===== src/rtl/otter_pkg.sv =====
// Shared types for the OTTER pipeline front end.
package otter_pkg;

   typedef enum logic [1:0] {
      BOOT  = 2'd0,
      RUN   = 2'd1,
      FLUSH = 2'd2
   } fetch_state_t;

   typedef struct packed {
      logic [31:0] pc;
      logic [31:0] ir;
   } fetch_entry_t;

   localparam int INSTR_BYTES = 4;

endpackage


===== src/rtl/otter_fetch_fifo.sv =====
// Circular buffer of fetched {pc, ir} entries; wrap-bit pointers give full/empty without a spare slot.
module otter_fetch_fifo
   import otter_pkg::*;
#(
   parameter int DEPTH = 2
)(
   input  logic                     CLK,
   input  logic                     RESET_N,
   input  logic                     clr,
   input  logic                     push,
   input  fetch_entry_t             push_data,
   input  logic                     pop,
   output fetch_entry_t             head,
   output logic                     not_empty,
   output logic [$clog2(DEPTH):0]   count
);

   localparam int PTR_W = $clog2(DEPTH);

   fetch_entry_t     mem [DEPTH];
   logic [PTR_W:0]   wr_ptr;
   logic [PTR_W:0]   rd_ptr;

   assign count     = wr_ptr - rd_ptr;
   assign not_empty = (wr_ptr != rd_ptr);
   assign head      = mem[rd_ptr[PTR_W-1:0]];

   always_ff @(posedge CLK or negedge RESET_N) begin
      if (!RESET_N) begin
         wr_ptr <= '0;
         rd_ptr <= '0;
      end else if (clr) begin
         wr_ptr <= '0;
         rd_ptr <= '0;
      end else begin
         if (push)
            wr_ptr <= wr_ptr + 1'b1;
         if (pop && not_empty)
            rd_ptr <= rd_ptr + 1'b1;
      end
   end

   // Storage needs no reset: entries are only observed behind not_empty.
   always_ff @(posedge CLK) begin
      if (push && !clr)
         mem[wr_ptr[PTR_W-1:0]] <= push_data;
   end

endmodule


===== src/rtl/otter_fetch_stage.sv =====
// OTTER instruction fetch: owns the PC, issues reads on memory port 1 and hands {pc, ir, pc+4} to decode.
// Handshake: an entry transfers on a rising edge where IF_DE_VALID and DE_READY are both high; while
// IF_DE_VALID is high and DE_READY low the IF_DE_* outputs hold; DE_READY is ignored when IF_DE_VALID is low.
module otter_fetch_stage
   import otter_pkg::*;
#(
   parameter logic [31:0] RESET_PC = 32'h0000_0000,
   parameter int          DEPTH    = 2,
   parameter int          ADDR_W   = 14
)(
   input  logic              CLK,
   input  logic              RESET_N,
   output logic              MEM_RDEN1,
   output logic [ADDR_W-1:0] MEM_ADDR1,
   input  logic [31:0]       MEM_DOUT1,
   input  logic              REDIRECT,
   input  logic [31:0]       REDIRECT_PC,
   input  logic              DE_READY,
   output logic              IF_DE_VALID,
   output logic [31:0]       IF_DE_PC,
   output logic [31:0]       IF_DE_IR,
   output logic [31:0]       IF_DE_PC_INC,
   output fetch_state_t      DBG_STATE
);

   localparam int PTR_W = $clog2(DEPTH);
   localparam logic [PTR_W+1:0] DEPTH_L = DEPTH[PTR_W+1:0];

   fetch_state_t   state;
   logic [31:0]    fetch_pc;
   logic           inflight;
   logic [31:0]    inflight_pc;
   logic [PTR_W:0] count;
   logic           head_valid;
   fetch_entry_t   head;
   fetch_entry_t   push_entry;
   logic           pop;
   logic           push;
   logic           resp_kill;
   logic           issue;
   logic [PTR_W+1:0] occ;

   assign pop        = head_valid & DE_READY;
   // A redirect kills the response landing this cycle; none can land next cycle since nothing issues now.
   assign resp_kill  = REDIRECT;
   assign push       = inflight & ~resp_kill;
   assign push_entry = '{pc: inflight_pc, ir: MEM_DOUT1};

   // Slots already held plus the one in flight, less the one leaving: issue only when a slot remains.
   assign occ   = {1'b0, count} + {{(PTR_W+1){1'b0}}, inflight} - {{(PTR_W+1){1'b0}}, pop};
   assign issue = (state != BOOT) & ~REDIRECT & (occ < DEPTH_L);

   always_ff @(posedge CLK or negedge RESET_N) begin
      if (!RESET_N) begin
         state       <= BOOT;
         fetch_pc    <= RESET_PC;
         inflight    <= 1'b0;
         inflight_pc <= '0;
      end else begin
         inflight <= issue;
         if (issue) begin
            inflight_pc <= fetch_pc;
            fetch_pc    <= fetch_pc + 32'(INSTR_BYTES);
         end
         if (REDIRECT)
            fetch_pc <= {REDIRECT_PC[31:2], 2'b00};
         case (state)
            BOOT:    state <= RUN;
            RUN:     if (REDIRECT) state <= FLUSH;
            FLUSH:   state <= REDIRECT ? FLUSH : RUN;
            default: state <= BOOT;
         endcase
      end
   end

   otter_fetch_fifo #(.DEPTH(DEPTH)) u_fifo (
      .CLK       (CLK),
      .RESET_N   (RESET_N),
      .clr       (REDIRECT),
      .push      (push),
      .push_data (push_entry),
      .pop       (pop),
      .head      (head),
      .not_empty (head_valid),
      .count     (count)
   );

   assign MEM_RDEN1    = issue;
   assign MEM_ADDR1    = fetch_pc[ADDR_W+1:2];
   assign IF_DE_VALID  = head_valid;
   assign IF_DE_PC     = head_valid ? head.pc : '0;
   assign IF_DE_IR     = head_valid ? head.ir : '0;
   assign IF_DE_PC_INC = head_valid ? head.pc + 32'(INSTR_BYTES) : '0;
   assign DBG_STATE    = state;

endmodule


===== config.mk =====
export PLATFORM = sky130hd
export DESIGN_NAME = otter_fetch_stage
export DESIGN_NICKNAME = d
export VERILOG_FILES = /design/src/rtl/otter_pkg.sv /design/src/rtl/otter_fetch_fifo.sv /design/src/rtl/otter_fetch_stage.sv
export SDC_FILE = /design/constraint.sdc
export NUM_CORES = 1
export LEC_CHECK = 0
export BUFFER_PORTS_ARGS = -buffer_cell sky130_fd_sc_hd__buf_2
export CORE_ASPECT_RATIO = 2
export CORE_MARGIN = 2
export CORE_UTILIZATION = 52
export CTS_BUF_LIST = sky130_fd_sc_hd__clkbuf_4
export DETAILED_ROUTE_END_ITERATION = 16
export PLACE_DENSITY = 0.81
export SETUP_SLACK_MARGIN = 0.1
export SYNTH_ARGS = -nofsm -noshare
export SYNTH_HDL_FRONTEND = slang
export SYNTH_SLANG_ARGS = --single-unit

===== constraint.sdc =====
create_clock -name CLK -period 3.25 [get_ports CLK]
set_input_delay 0.1625 -clock CLK [delete_from_list [all_inputs] [get_ports CLK]]
set_output_delay 0.1625 -clock CLK [all_outputs]
set_load 0.005 [all_outputs]

==> impl_metrics.csv <==
group,metric,value,unit
outcome,outcome,"finished with violations",
outcome,violations,"setup timing",
synth,synth_top_area_share,41.52,%
place,place_hpwl,13260,um
synth,synth_common_cells,"edfxtp_1, nor2_1, dfrtp_1",
floorplanning,ios,182,
synth,ys_warn_count,0,
cells_and_area,area_growth,36.05,%
synth,synth_edf_count,124,
pwr,pwr_density_cell,862.7,nW/um^2
critical_path,critPathLaunch,"u_fifo.rd_ptr[0]",
cells_and_area,layout-drive-gt1-share,37.20,%
critical_path,slowest_stage,"dfrtp_4",
timing,setup_violations,67,
timing,max_slew_margin,48.98,%
cts,clk_pin_slew,0.17,ns
critical_path,worstSetupPathType,"reg -> reg",
synth,synth_area_leader_cell,"edfxtp_1",
floorplanning,die_h,189.7,um
pwr,p_int,6.580,mW
cts,cts_buffers,17,
job,max-cap-violations,0,
pwr,p_clk_share,12.5,%
synth,synth_compound_area_share,5.594,%
grt,grt_max_degree,76,
floorplanning,initial_core_util,52.44,%
timing,rsz0062_at_grt,"true",
cts,numClockSinks,191,
cts,cts_buffer_depth,2,
synth,synthAdderAreaFrac,0.7813,%
timing,worst_slew_pin_slew,0.7653,ns
critical_path,cp_data_arrival_time,4.09,ns
critical_path,cp_top_family,"simple AND/OR/NAND/NOR gates",
place,io_buffers,175,
floorplanning,rows,68,
synth,synthXorXnorAreaFrac,3.223,%
synth,synthArstFlopShare,35.08,%
timing,layout_setup_ws,-0.3439,ns
timing,timing.fmax,278.3,MHz
detailed_routing,drt_first_pass_iters,7,
floorplanning,dieArea,18380,sq um
critical_path,path_max_fanout,4,
place,place.gp.congestion,0.8600,
detailed_routing,drc,0,
grt,antenna_found_initial,1,
detailed_routing,vias_per_cell,5.749,
synth,synth_seq_cells,191,
grt,grt_pass1_vias,6841,
pwr,p_seq_share,33.4,%
pwr,leakagePower,4.863,nW
critical_path,slowest_delay,0.54,ns
critical_path,worst-path-buf-inv,5,
timing,holdWs,0.03589,ns
detailed_routing,wire_per_inst,18.55,um
synth,netlist_top_cells_area,"edfxtp_1, dfrtp_1, mux2i_1, mux2_2, nor2_1",
synth,yosysMostFrequentCell,"edfxtp_1",
pwr,totalPowerFinal,10.53,mW
synth,synthMuxAreaShare,11.47,%
grt,grt_pass1_wl,33820,um
worst_hold_path,worstHoldPathType,"in -> async",
synth,synth.avg_cell_area,11.96,sq um
synth,synth_cell_types,52,
pwr,p_sw,3.946,mW
critical_path,reg2reg_to,"fetch_pc[21]",
pwr,p_comb_share,54.1,%
detailed_routing,drt-initial-drc-count,612,
synth,seq_area_frac_synth,60.21,%
cells_and_area,nNetsFinal,1111,
cts,clk_latency,0.58,ns
synth,syn_inst,750,
cts,cts_tree,"built",
synth,synthSimpleGateAreaFrac,15.07,%
synth,syn_area,8969,sq um
detailed_routing,antenna_left,0,
timing,final-hold-violation-count,0,
critical_path,rr_worst_depth,16,
pwr,ir_drop,0.6593,mV
timing,period_needed,3.594,ns
floorplanning,die_w,96.87,um
detailed_routing,vias,7255,
timing,fin_crit_sh,110.6,%
critical_path,cp_common_cell,"buf_4",
critical_path,r2r-start,"u_fifo.rd_ptr[0]",
cells_and_area,fin_area,12200,sq um
critical_path,endpoint_kind,"flip-flop",
critical_path,worst_setup_path_start_kind,"flip-flop",
detailed_routing,drt_wl_total,23410,um
place,dpl_cell_area,10200,sq um
synth,synthFlopType,"edfxtp_1",
critical_path,rrSetupSlack,-0.34,ns
timing,setup_tns,-7.555,ns
cts,htreeDepth,4,
synth,synth_top_family_by_area,"simple AND/OR/NAND/NOR gates",
critical_path,worstPathRequired,3.74,ns
critical_path,crit_chain,"ha_4 -> and2_4 -> inv_2 -> and2_4 -> ha_4 -> nand2b_4 -> fa_2 -> xnor2_2 -> buf_4 -> xnor2_2 -> buf_4 -> buf_4 -> buf_6 -> nand4_1 -> or3_1 -> a31oi_1",
floorplanning,core_area,17100,sq um
timing,fin_skew,0.02844,ns
pwr,sw_frac_of_total,37.49,%
cells_and_area,post-route-util,71.35,%
grt,gr-total-overflow,0,
cells_and_area,nFillCells,1072,
grt,grtUsageTotal,22.74,%
timing,maxSlewViolCount,0,
cts,cts_root_buf,"clkbuf_4",
## placed cells by master (no fill, tap or decap), types with 4 or more instances in the layout
cell type	instances
buf_2	173
edfxtp_1	124
nor2_1	100
dfrtp_1	66
dlygate4sd3_1	64
mux2i_1	59
nand2_1	51
buf_4	47
nand3_1	25
mux2_2	22
nand4_1	22
buf_6	21
clkbuf_4	19
o21ai_0	17
o21ai_1	17
mux2_4	16
a31oi_1	15
xnor2_1	14
xor2_1	14
or3_1	10
and2_1	8
nor4_4	7
nor3_1	6
nand3b_1	5
o31a_1	5
nor3_2	5
a21oi_1	5
xnor2_2	4
nand3_2	4
inv_1	4
and3_1	4
conb_1	4
inv_6	4
buf_8	4
## power by group through the flow
stage / Sequential (mW) / Combinational [mW] / Clock [mW]
global route: 3.57 / 6.06 / 1.43
floorplan: 3.42 / 2.70 / 0
CTS: 3.48 / 4.80 / 1.34
finish: 3.52 / 5.69 / 1.32
global placement: 3.49 / 3.85 / 0
detailed placement: 3.54 / 3.96 / 0
## sequential cells by signal, summed over array words and instances (netlist names)
name	flops
inflight	1
fetch_pc	30
u_fifo.wr_ptr	2
u_fifo.mem	124
DBG_STATE	2
u_fifo.rd_ptr	2
inflight_pc	30
## worst max-delay path by stage
stage / end / slack [ns] / cells after the start
after floorplan: fetch_pc[23] / 0.08 / 12
after global placement: fetch_pc[26] / 0.06 / 14
after detailed placement: fetch_pc[26] / -0.03 / 14
after CTS: MEM_RDEN1 / -0.17 / 13
after global routing: fetch_pc[21] / -0.40 / 16
final: fetch_pc[21] / -0.34 / 16
## cells by family (layout without fill, tap and decap cells)
| logic type | count (synthesis) | after routing |
|---|---|---|
| AOI/OAI and AO/OA | 81 | 81 |
| DFF | 191 | 191 |
| xor gates and xnor gates | 33 | 33 |
| muxes | 98 | 98 |
| buffers and inverters | 61 | 359 |
| adders and majority gates | 5 | 5 |
| other | 1 | 5 |
| and+or+nand+nor | 280 | 280 |
## through the flow
stage	worst slack, ns	cells
final	-0.3439	1262
after global routing	-0.3965	1262
after CTS	-0.1665	1241
after detailed placement	-0.02565	1120
after global placement	0.06399	1120
after floorplan	0.08410	753
## cell type report
type / count / area, sq um / share of cell area (%)
tap: 210 / 262.8 / 2.153
clock inverter: 13 / 152.6 / 1.251
antenna: 1 / 2.502 / 0.02051
timing repair buffer: 320 / 2439 / 19.99
inverter: 7 / 26.28 / 0.2153
clock buffer: 19 / 142.6 / 1.169
sequential: 191 / 5404 / 44.29
multi-input combinational: 501 / 3772 / 30.92
## routing by layer
layer / part of all wire [%] / track usage (%) / vias to the layer above
met5: 0 / 0 / -
met4: 3.3 / 8.342 / 0
met3: 6.9 / 4.151 / 73
met2: 52 / 39.77 / 397
met1: 37 / 28.17 / 3483
li1: - / - / 3302
## repair_timing
item	4_1_cts	5_1_grt
resized for setup	33	99
hold buffers	64	0
gates cloned	4	4
hold endpoints to repair	160	0
setup endpoints to repair	73	78
pin swaps	30	37
setup buffers	21	17
Note: power is estimated with default switching activity, not from simulation.
